$ cat src/rtl/fl_frame_gen_if.sv
// rtl/fl_frame_gen_if.sv - FrameLink transmit interface for fl_frame_gen
interface fl_frame_gen_if #(
  parameter int DATA_WIDTH = 32
) ();
  localparam int REM_W = (DATA_WIDTH > 8) ? $clog2(DATA_WIDTH / 8) : 1;

  logic [DATA_WIDTH-1:0] TX_DATA;
  logic [REM_W-1:0]      TX_REM;
  logic                  TX_SOF_N;
  logic                  TX_EOF_N;
  logic                  TX_SOP_N;
  logic                  TX_EOP_N;
  logic                  TX_SRC_RDY_N;
  logic                  TX_DST_RDY_N;

  modport master (
    output TX_DATA, TX_REM, TX_SOF_N, TX_EOF_N, TX_SOP_N, TX_EOP_N, TX_SRC_RDY_N,
    input  TX_DST_RDY_N
  );

  modport slave (
    input  TX_DATA, TX_REM, TX_SOF_N, TX_EOF_N, TX_SOP_N, TX_EOP_N, TX_SRC_RDY_N,
    output TX_DST_RDY_N
  );
endinterface

$ cat src/rtl/fl_frame_gen.sv
// rtl/fl_frame_gen.sv - FrameLink test frame generator (optional header part + payload part)
module fl_frame_gen #(
  parameter int DATA_WIDTH = 32
) (
  input  logic                CLK,
  input  logic                RESET,
  input  logic                START,
  input  logic                STOP,
  input  logic [15:0]         FRAME_COUNT,
  input  logic [15:0]         HDR_LEN,
  input  logic [15:0]         PAY_LEN,
  input  logic [7:0]          SEED,
  fl_frame_gen_if.master      tx,
  output logic                BUSY,
  output logic                ERR,
  output logic [15:0]         FRAMES_SENT
);
  localparam int BPW   = DATA_WIDTH / 8;
  localparam int LOG   = (BPW > 1) ? $clog2(BPW) : 0;
  localparam int REM_W = (BPW > 1) ? $clog2(BPW) : 1;

  typedef enum logic [1:0] {S_IDLE, S_HDR, S_PAY} state_t;

  state_t      state_q, state_d;
  logic [15:0] word_q, word_d;
  logic [15:0] frames_q, frames_d;
  logic [15:0] fc_q, fc_d;
  logic [15:0] hdr_q, hdr_d;
  logic [15:0] pay_q, pay_d;
  logic [7:0]  seed_q, seed_d;
  logic        stop_q, stop_d;
  logic        err_q, err_d;

  logic [15:0] part_len;
  logic [16:0] n_words;
  logic        last_word;
  logic        xfer;
  logic [15:0] rem_mask;
  logic [DATA_WIDTH-1:0] word_data;
  logic [31:0] byte_idx;

  assign part_len  = (state_q == S_HDR) ? hdr_q : pay_q;
  assign n_words   = ({1'b0, part_len} + 17'(BPW - 1)) >> LOG;
  assign last_word = ({1'b0, word_q} == (n_words - 17'd1));
  assign xfer      = !tx.TX_DST_RDY_N;
  assign rem_mask  = (part_len - 16'd1) & 16'(BPW - 1);

  always_ff @(posedge CLK) begin
    if (!RESET) begin
      state_q  <= S_IDLE;
      word_q   <= '0;
      frames_q <= '0;
      fc_q     <= '0;
      hdr_q    <= '0;
      pay_q    <= '0;
      seed_q   <= '0;
      stop_q   <= 1'b0;
      err_q    <= 1'b0;
    end else begin
      state_q  <= state_d;
      word_q   <= word_d;
      frames_q <= frames_d;
      fc_q     <= fc_d;
      hdr_q    <= hdr_d;
      pay_q    <= pay_d;
      seed_q   <= seed_d;
      stop_q   <= stop_d;
      err_q    <= err_d;
    end
  end

  always_comb begin
    state_d  = state_q;
    word_d   = word_q;
    frames_d = frames_q;
    fc_d     = fc_q;
    hdr_d    = hdr_q;
    pay_d    = pay_q;
    seed_d   = seed_q;
    stop_d   = stop_q;
    err_d    = 1'b0;
    case (state_q)
      S_IDLE: begin
        stop_d = 1'b0;
        if (START) begin
          if (PAY_LEN != 16'd0) begin
            fc_d     = FRAME_COUNT;
            hdr_d    = HDR_LEN;
            pay_d    = PAY_LEN;
            seed_d   = SEED;
            frames_d = '0;
            word_d   = '0;
            state_d  = (HDR_LEN != 16'd0) ? S_HDR : S_PAY;
          end else begin
            err_d = 1'b1;
          end
        end
      end
      S_HDR: begin
        if (STOP) stop_d = 1'b1;
        if (xfer) begin
          if (last_word) begin
            word_d  = '0;
            state_d = S_PAY;
          end else begin
            word_d = word_q + 16'd1;
          end
        end
      end
      S_PAY: begin
        if (STOP) stop_d = 1'b1;
        if (xfer) begin
          if (last_word) begin
            frames_d = frames_q + 16'd1;
            word_d   = '0;
            // A STOP coinciding with the EOF transfer still ends the run here
            if (((fc_q != 16'd0) && (frames_d == fc_q)) || stop_q || STOP) begin
              state_d = S_IDLE;
              stop_d  = 1'b0;
            end else begin
              state_d = (hdr_q != 16'd0) ? S_HDR : S_PAY;
            end
          end else begin
            word_d = word_q + 16'd1;
          end
        end
      end
      default: state_d = S_IDLE;
    endcase
  end

  always_comb begin
    word_data = '0;
    byte_idx  = '0;
    for (int j = 0; j < BPW; j++) begin
      byte_idx = (32'(word_q) << LOG) + 32'(j);
      if (byte_idx < 32'(part_len))
        word_data[j*8 +: 8] = seed_q + byte_idx[7:0];
    end
  end

  always_comb begin
    tx.TX_DATA      = '0;
    tx.TX_REM       = '0;
    tx.TX_SOF_N     = 1'b1;
    tx.TX_EOF_N     = 1'b1;
    tx.TX_SOP_N     = 1'b1;
    tx.TX_EOP_N     = 1'b1;
    tx.TX_SRC_RDY_N = 1'b1;
    BUSY            = 1'b0;
    if (state_q != S_IDLE) begin
      tx.TX_SRC_RDY_N = 1'b0;
      BUSY            = 1'b1;
      tx.TX_DATA      = word_data;
      tx.TX_SOP_N     = (word_q != 16'd0);
      tx.TX_EOP_N     = !last_word;
      tx.TX_SOF_N     = !((word_q == 16'd0) && ((state_q == S_HDR) || (hdr_q == 16'd0)));
      tx.TX_EOF_N     = !((state_q == S_PAY) && last_word);
      tx.TX_REM       = last_word ? REM_W'(rem_mask) : '1;
    end
  end

  assign ERR         = err_q;
  assign FRAMES_SENT = frames_q;
endmodule

$ cat src/flat_wrapper.sv
// flat-port wrapper written by rule: the top's interface ports become plain ports
module fl_frame_gen_flat 
#(
  parameter int DATA_WIDTH = 32
)
  (CLK, RESET, START, STOP, FRAME_COUNT, HDR_LEN, PAY_LEN, SEED, BUSY, ERR, FRAMES_SENT, tx_TX_DATA, tx_TX_REM, tx_TX_SOF_N, tx_TX_EOF_N, tx_TX_SOP_N, tx_TX_EOP_N, tx_TX_SRC_RDY_N, tx_TX_DST_RDY_N);
  fl_frame_gen_if #(.DATA_WIDTH(DATA_WIDTH)) tx_i ();
  input  logic CLK;
  input  logic RESET;
  input  logic START;
  input  logic STOP;
  input  logic [15:0] FRAME_COUNT;
  input  logic [15:0] HDR_LEN;
  input  logic [15:0] PAY_LEN;
  input  logic [7:0] SEED;
  output logic BUSY;
  output logic ERR;
  output logic [15:0] FRAMES_SENT;
  output wire logic [$bits(tx_i.TX_DATA)-1:0] tx_TX_DATA;
  output wire logic [$bits(tx_i.TX_REM)-1:0] tx_TX_REM;
  output wire logic [$bits(tx_i.TX_SOF_N)-1:0] tx_TX_SOF_N;
  output wire logic [$bits(tx_i.TX_EOF_N)-1:0] tx_TX_EOF_N;
  output wire logic [$bits(tx_i.TX_SOP_N)-1:0] tx_TX_SOP_N;
  output wire logic [$bits(tx_i.TX_EOP_N)-1:0] tx_TX_EOP_N;
  output wire logic [$bits(tx_i.TX_SRC_RDY_N)-1:0] tx_TX_SRC_RDY_N;
  input wire logic [$bits(tx_i.TX_DST_RDY_N)-1:0] tx_TX_DST_RDY_N;
  assign tx_TX_DATA = tx_i.TX_DATA;
  assign tx_TX_REM = tx_i.TX_REM;
  assign tx_TX_SOF_N = tx_i.TX_SOF_N;
  assign tx_TX_EOF_N = tx_i.TX_EOF_N;
  assign tx_TX_SOP_N = tx_i.TX_SOP_N;
  assign tx_TX_EOP_N = tx_i.TX_EOP_N;
  assign tx_TX_SRC_RDY_N = tx_i.TX_SRC_RDY_N;
  assign tx_i.TX_DST_RDY_N = tx_TX_DST_RDY_N;
  fl_frame_gen #(.DATA_WIDTH(DATA_WIDTH)) u_core (.CLK(CLK), .RESET(RESET), .START(START), .STOP(STOP), .FRAME_COUNT(FRAME_COUNT), .HDR_LEN(HDR_LEN), .PAY_LEN(PAY_LEN), .SEED(SEED), .tx(tx_i), .BUSY(BUSY), .ERR(ERR), .FRAMES_SENT(FRAMES_SENT));
endmodule
$ cat config.mk
export PLATFORM = sky130hd
export DESIGN_NAME = fl_frame_gen_flat
export DESIGN_NICKNAME = d
export VERILOG_FILES = /design/src/rtl/fl_frame_gen_if.sv /design/src/rtl/fl_frame_gen.sv /design/src/flat_wrapper.sv
export SDC_FILE = /design/constraint.sdc
export NUM_CORES = 1
export LEC_CHECK = 0
export CAP_MARGIN = 20
export CORE_MARGIN = 2
export CORE_UTILIZATION = 58
export CTS_CLUSTER_SIZE = 8
export DETAILED_ROUTE_END_ITERATION = 8
export PLACE_DENSITY = 0.87
export SETUP_SLACK_MARGIN = 0.05
export SLEW_MARGIN = 20
export SYNTH_ARGS = -nofsm -noshare
export SYNTH_HDL_FRONTEND = slang
export SYNTH_SLANG_ARGS = --single-unit
export TNS_END_PERCENT = 5
$ cat constraint.sdc
create_clock -name CLK -period 10.99 [get_ports CLK]
set_input_delay 1.099 -clock CLK [delete_from_list [all_inputs] [get_ports CLK]]
set_output_delay 1.099 -clock CLK [all_outputs]
set_load 0.01 [all_outputs]
==> impl_metrics.toml <==
[sta]
worstMarginPinSlew_ns = 1.010
finalHoldViolations = 0
worst_slack_ns = 5.032
tns_ns = 0
slew_headroom = 0.3270
finalCritPeriodShare = 0.5421
hold_slack_ns = 0.4620
grt_setup_unrepaired = "no"
fmax_mhz = 167.8
finalCriticalPeriod_ns = 5.958
drv_slew = 0
setup_viol = 0
skew_ns = 0.009150

[hold_path]
hp-start = "u_core.pay_q[15]"
hold_class = "reg2reg"

[yosys]
ys_top_cells_by_area = "dfxtp_1, nand2_1, a21oi_1"
yosysSeqAreaShare = 0.2746
synth_top_family_by_area = "simple AND/OR/NAND/NOR gates"
post-synth-top-count-cell = "nand2_1"
muxShareOfSynthArea = 0.03750
synth_top_area_share = 0.2746
yosys.area_share.simple = 0.2838
synth-edff-count = 0
avgSynthCellArea_um2 = 7.370
synthAdderAreaFrac = 0.06754
yosys.area.top_type = "dfxtp_1"
ys_async_sr_fraction = 0
synth_area_mm2 = 0.006706
synthesis.nets = 1006
ys_types = 63
synth_warnings = 0
synth_xor_area_frac = 0.09795
synthFlopType = "dfxtp_1"
synth-compound-area-share = 0.1916
synth_common_cells = "nand2_1, a21oi_1, dfxtp_1, nor2_1, xnor2_1"
synth_seq_cells = 92
syn_inst = 910

[floorplan]
die_h_um = 111.5
io_pins = 118
row_count = 39
dieArea_mm2 = 0.01244
coreArea_mm2 = 0.01137
start_util = 0.5899
fp.dieW_um = 111.5

[drt]
drt-initial-drc-count = 443
wl_per_cell_um = 16.27
drtAntennaViolNets = 0
wl_um = 18660
via_per_inst = 5.959
num_vias = 6835
dr.pass1.iters = 5
remaining_drc_errors = 0

[finish]
synthToLayoutAreaGrowth_pct = 23.02
antenna_cells = 0
nFillCells = 910
num-nets-final = 1095
drive_gt1_frac = 0.03884

[place]
gp_congestion = 0.9050
pre_cts_slack_ns = 5.453
dpl.hpwl_um = 13950
io_buffers = 117

[critical_path]
critical_path_class = "reg2out"
crit_path_end_kind = "output pin"
r2r-start = "u_core.state_q[1]"
path_max_fanout = 36
startpoint_type = "register"
cp-startpoint = "u_core.state_q[1]"
cp.required_ns = 9.89
arrival_ns = 4.86

[clocking]
holdBufCountCts = 0
clk_latency_ns = 0.35
cts_setup_buffers = 0
cts_resized = 0
cts.sinks = 92
htree_levels = 3
clockRootBuffer = "clkbuf_16"
cts.clk_slew.worst_paths_ns = 0.07
tritoncts = "built"
numCtsBuffers = 9
max-clock-path-buffers = 2

[job]
drv_cap = 0

[global_route]
grtUsageMet2 = 0.4720
track_usage = 0.2948
grt_pass1_wl_um = 30320
antenna_found_initial = 0
busiest_layer = "met2"
grt_max_degree = 59
grtUsageMet1 = 0.4063
grt.overflow.total = 0
grt_pass1_vias = 6153
use_met3 = 0.03647

[pwr]
leakage_nw = 3.191
power_frac_seq = 0.264
power.clock.fraction = 0.212
switching_share = 0.4245
power.internal_uw = 923.1
p_per_area_mw_per_mm2 = 194.4
switchingPower_uw = 680.9
ir_worst_vdd_uv = 115.1
design_power_total_mw = 1.604
combinationalPowerShare = 0.524

[status]
status = "finished, final reports clean"
[cell families after synthesis]
family | Yosys count
xor gates and xnor gates | 75
adders and majority gates | 35
and+or+nand+nor | 395
AOI/OAI and AO/OA | 211
muxes | 24
buffers and inverters | 78
DFF | 92
[flip-flops by register name, indices dropped and copies added (netlist names)]
name                cells
u_core.pay_q           16
u_core.word_q          16
u_core.state_q          2
u_core.FRAMES_SENT     16
u_core.hdr_q           16
u_core.ERR              1
u_core.seed_q           8
u_core.stop_q           1
u_core.fc_q            16
[routing by layer]
metal	vias up	wire length [um]
li1	3381	-
met1	3122	8493
met2	291	8499
met3	41	1145
met4	0	520
met5	-	0
[layout make-up]
class                   instances  area [um^2]  share of cell area
repair buffers                122         1221              0.1480
clock inverters                 6        96.34             0.01168
well taps                     143        178.9             0.02169
flip-flops and latches         92         1842              0.2232
inverters                      34        127.6             0.01547
clock buffers                  10        229.0             0.02775
multi-input cells             740         4556              0.5522
[worst paths after layout]
check                                         endpoint  slack, ns  depth (start not counted)
worst max register to register  u_core.FRAMES_SENT[10]       5.91                         16
worst min-delay path                  u_core.pay_q[15]       0.46                          2
worst max-delay path                      tx_TX_REM[0]       5.03                         17
worst min register to register        u_core.pay_q[15]       0.46                          2
[layout by cell type (no fill, tap or decap), drive strengths merged, types with 31 or more instances in the layout]
cell type      count
nor2              62
inv               36
clkdlybuf4s50    117
nand2            171
o21ai             33
nand3             31
xnor2             43
a21oi            101
xor2              32
ha                33
dfxtp             92
[critical path: stages (launching register included)]
cell             delay, ns
dfxtp_1               0.35
inv_1                 0.09
ha_1                  0.14
buf_4                 0.37
nand2b_1              0.22
o22a_1                0.30
xnor2_1               0.16
ha_1                  0.23
inv_1                 0.09
a221o_1               0.37
or3b_1                0.42
mux2i_1               0.19
xnor2_1               0.14
nor3_1                0.35
nor4b_1               0.28
buf_4                 0.21
a21oi_1               0.07
clkdlybuf4s50_1       0.51
[power groups by stage]
| stage | sequential, mW | clock, mW | combinational [mW] |
|---|---|---|---|
| 3_3_place_gp | 0.426 | 0 | 0.808 |
| 5_1_grt | 0.429 | 0.356 | 0.918 |
| 2_1_floorplan | 0.414 | 0 | 0.585 |
| 3_5_place_dp | 0.429 | 0 | 0.821 |
| 6_report | 0.424 | 0.340 | 0.841 |
| 4_1_cts | 0.422 | 0.340 | 0.830 |
[through the flow]
stage	instance area, um^2	instances	utilization
2_1_floorplan	6706	910	-
3_3_place_gp	7905	1130	0.6953
3_5_place_dp	7925	1131	0.6970
4_1_cts	8250	1147	0.7257
5_1_grt	8250	1147	0.7257
6_report	8250	1147	0.7257
Power figures use the tool's default switching activity.
==> edit: new RTL, same flow settings <==
Register the output `ERR` once more, with the module's reset; this adds one clock of latency there. The other outputs are not delayed to match.
--- a/src/rtl/fl_frame_gen.sv
+++ b/src/rtl/fl_frame_gen.sv
@@ -160,7 +160,13 @@
     end
   end
 
-  assign ERR         = err_q;
+  always_ff @(posedge CLK) begin
+    if (!RESET) begin
+      ERR <= '0;
+    end else begin
+      ERR <= err_q;
+    end
+  end
   assign FRAMES_SENT = frames_q;
 endmodule
 
Function: changed (Yosys sat finds a counterexample within 4 cycles, from zero or initial values and one cycle with RESET low).
==> edit against the original RTL <==
- count of clock-buffer cells in the layout is 1 lower
- synthesized area rose by 8.4%
- fmax is 8.6% lower
- sequential cell count increased by 1
- setup slack worse by 0.56 ns
- largest power group unchanged
- wire length is 2.7% higher
- critical path type unchanged
- design area increased by 5.9%
- total power increased by 2.9%
==> edit: results (changes against the original RTL) <==
stage	metric	value	unit	change
synth	synth_compound_area_share	20.8	%	+1.6 points
setup_path	r2r_cells	14		-2
final_layout	seq_cell_count	93		+1.1%
power	cellLeakagePower	3.34	nW	+4.7%
final_layout	inv_count	23		-32%
global_route	use_met2	45.1	%	-2.0 points
final_layout	final-clk-cell-share	3.70	%	-0.25 points
place	dp.cells	1177		+4.1%
place	gp_congestion	0.942		+4.1%
setup_path	r2r_slack	5.73	ns	-0.18 ns
timing	fin_crit	6.52	ns	+0.564 ns
synth	synth_fa_ha_area_share	6.23	%	-0.52 points
place	place_hpwl	14200	µm	+2.0%
routing	dr_total_vias	7146		+4.6%
setup_path	regToRegEndpoint	u_core.FRAMES_SENT[0]$_SDFFE_PN0P_		
synth	ys_seq_area_share	25.6	%	-1.9 points
global_route	grt_max_degree	81		+37%
synth	synth_common_cells	179 x nand2_1, 93 x dfxtp_1, 67 x nor2_1		
power	p_switching	0.000716	W	+5.2%
timing	slew_headroom	27.7	%	-5.0 points
global_route	track_usage	28.8	%	-0.67 points
worst_hold_path	hold_path.startpoint	u_core.err_q$_SDFF_PN0_		
final_layout	multi_input_area	5070	µm²	+11%
power	seq-power	0.000429	W	+1%
synth	syn-num-nets	1044		+3.8%
floorplan	die_area	13400	µm²	+8.1%
worst_hold_path	min_to	u_core.ERR$_SDFF_PN0_		
setup_path	slowest_stage	ha_2		
routing	wirelength	19200	µm	+2.7%
global_route	use_met3	3.50	%	-0.14 points
synth	syn_area_per_cell	7.67	µm²	+4.1%
routing	wl_met3	1330	µm	+16%
timing	timing.hold.ws	0.434	ns	-0.0276 ns
synth	ys_types	75		+19%
final_layout	drive_gt1_share	4.88	%	+0.99 points
routing	met1_length	8740	µm	+2.9%
synth	synthTopCellsByArea	dfxtp_1 26%, nand2_1 9.2%, a21boi_0 6.0%		
routing	dr.first_iter.drc_count	669		+51%
setup_path	cp_top_family	simple AND/OR/NAND/NOR gates		
final_layout	multi_input_comb_cells	774		+4.6%
routing	vias_per_cell	5.99		+0.52%
global_route	grt_pass1_wl	31100	µm	+2.6%
power	p_sw_share	43.4	%	+0.96 points
final_layout	regArea	1860	µm²	+1.1%
global_route	met1_usage	40.3	%	-0.33 points
setup_path	max_stage_delay	0.87	ns	+0.36 ns
final_layout	bufAreaShareNonClock	13.5	%	-1.3 points
setup_path	r2r_start	u_core.state_q[0]$_SDFFE_PN0P_		
place	pre_cts_slack	4.90	ns	-0.553 ns
final_layout	fillers	940		+3.3%
final_layout	nNonClkBuffers	119		-2.5%
final_layout	seq_share	21.3	%	-1.0 points
place	place_area	8410	µm²	+6.1%
power	ir_drop	0.127	mV	+10%
power	comb_power_share	53.4	%	+1.0 points
synth	synth_xor_area_share	10.6	%	+0.76 points
status	status	completed		
edit: changes by cell type after synthesis, moves of 6 or more:
cell,delta
a21oi_1,-76
a21boi_0,+58
clkbuf_1,+11
a2111oi_0,+10
inv_1,-9
o2111ai_1,+9
nand2_1,+8
o21ai_0,-8
or3_1,-7
a22o_1,+6
o211ai_1,-6
o2bb2ai_1,-6
or2_2,+6
edit: how the worst max path moves through the flow:
stage | from | cells after the start | end
after floorplan | u_core.state_q[1]$_SDFFE_PN0P_ | 17 | tx_TX_EOF_N
after global placement | u_core.state_q[1]$_SDFFE_PN0P_ | 15 | tx_TX_EOF_N
after detailed placement | u_core.state_q[0]$_SDFFE_PN0P_ | 14 | tx_TX_EOF_N
after CTS | u_core.state_q[1]$_SDFFE_PN0P_ | 15 | tx_TX_EOF_N
after global routing | u_core.state_q[1]$_SDFFE_PN0P_ | 15 | tx_TX_EOF_N
final | u_core.state_q[0]$_SDFFE_PN0P_ | 14 | tx_TX_EOF_N
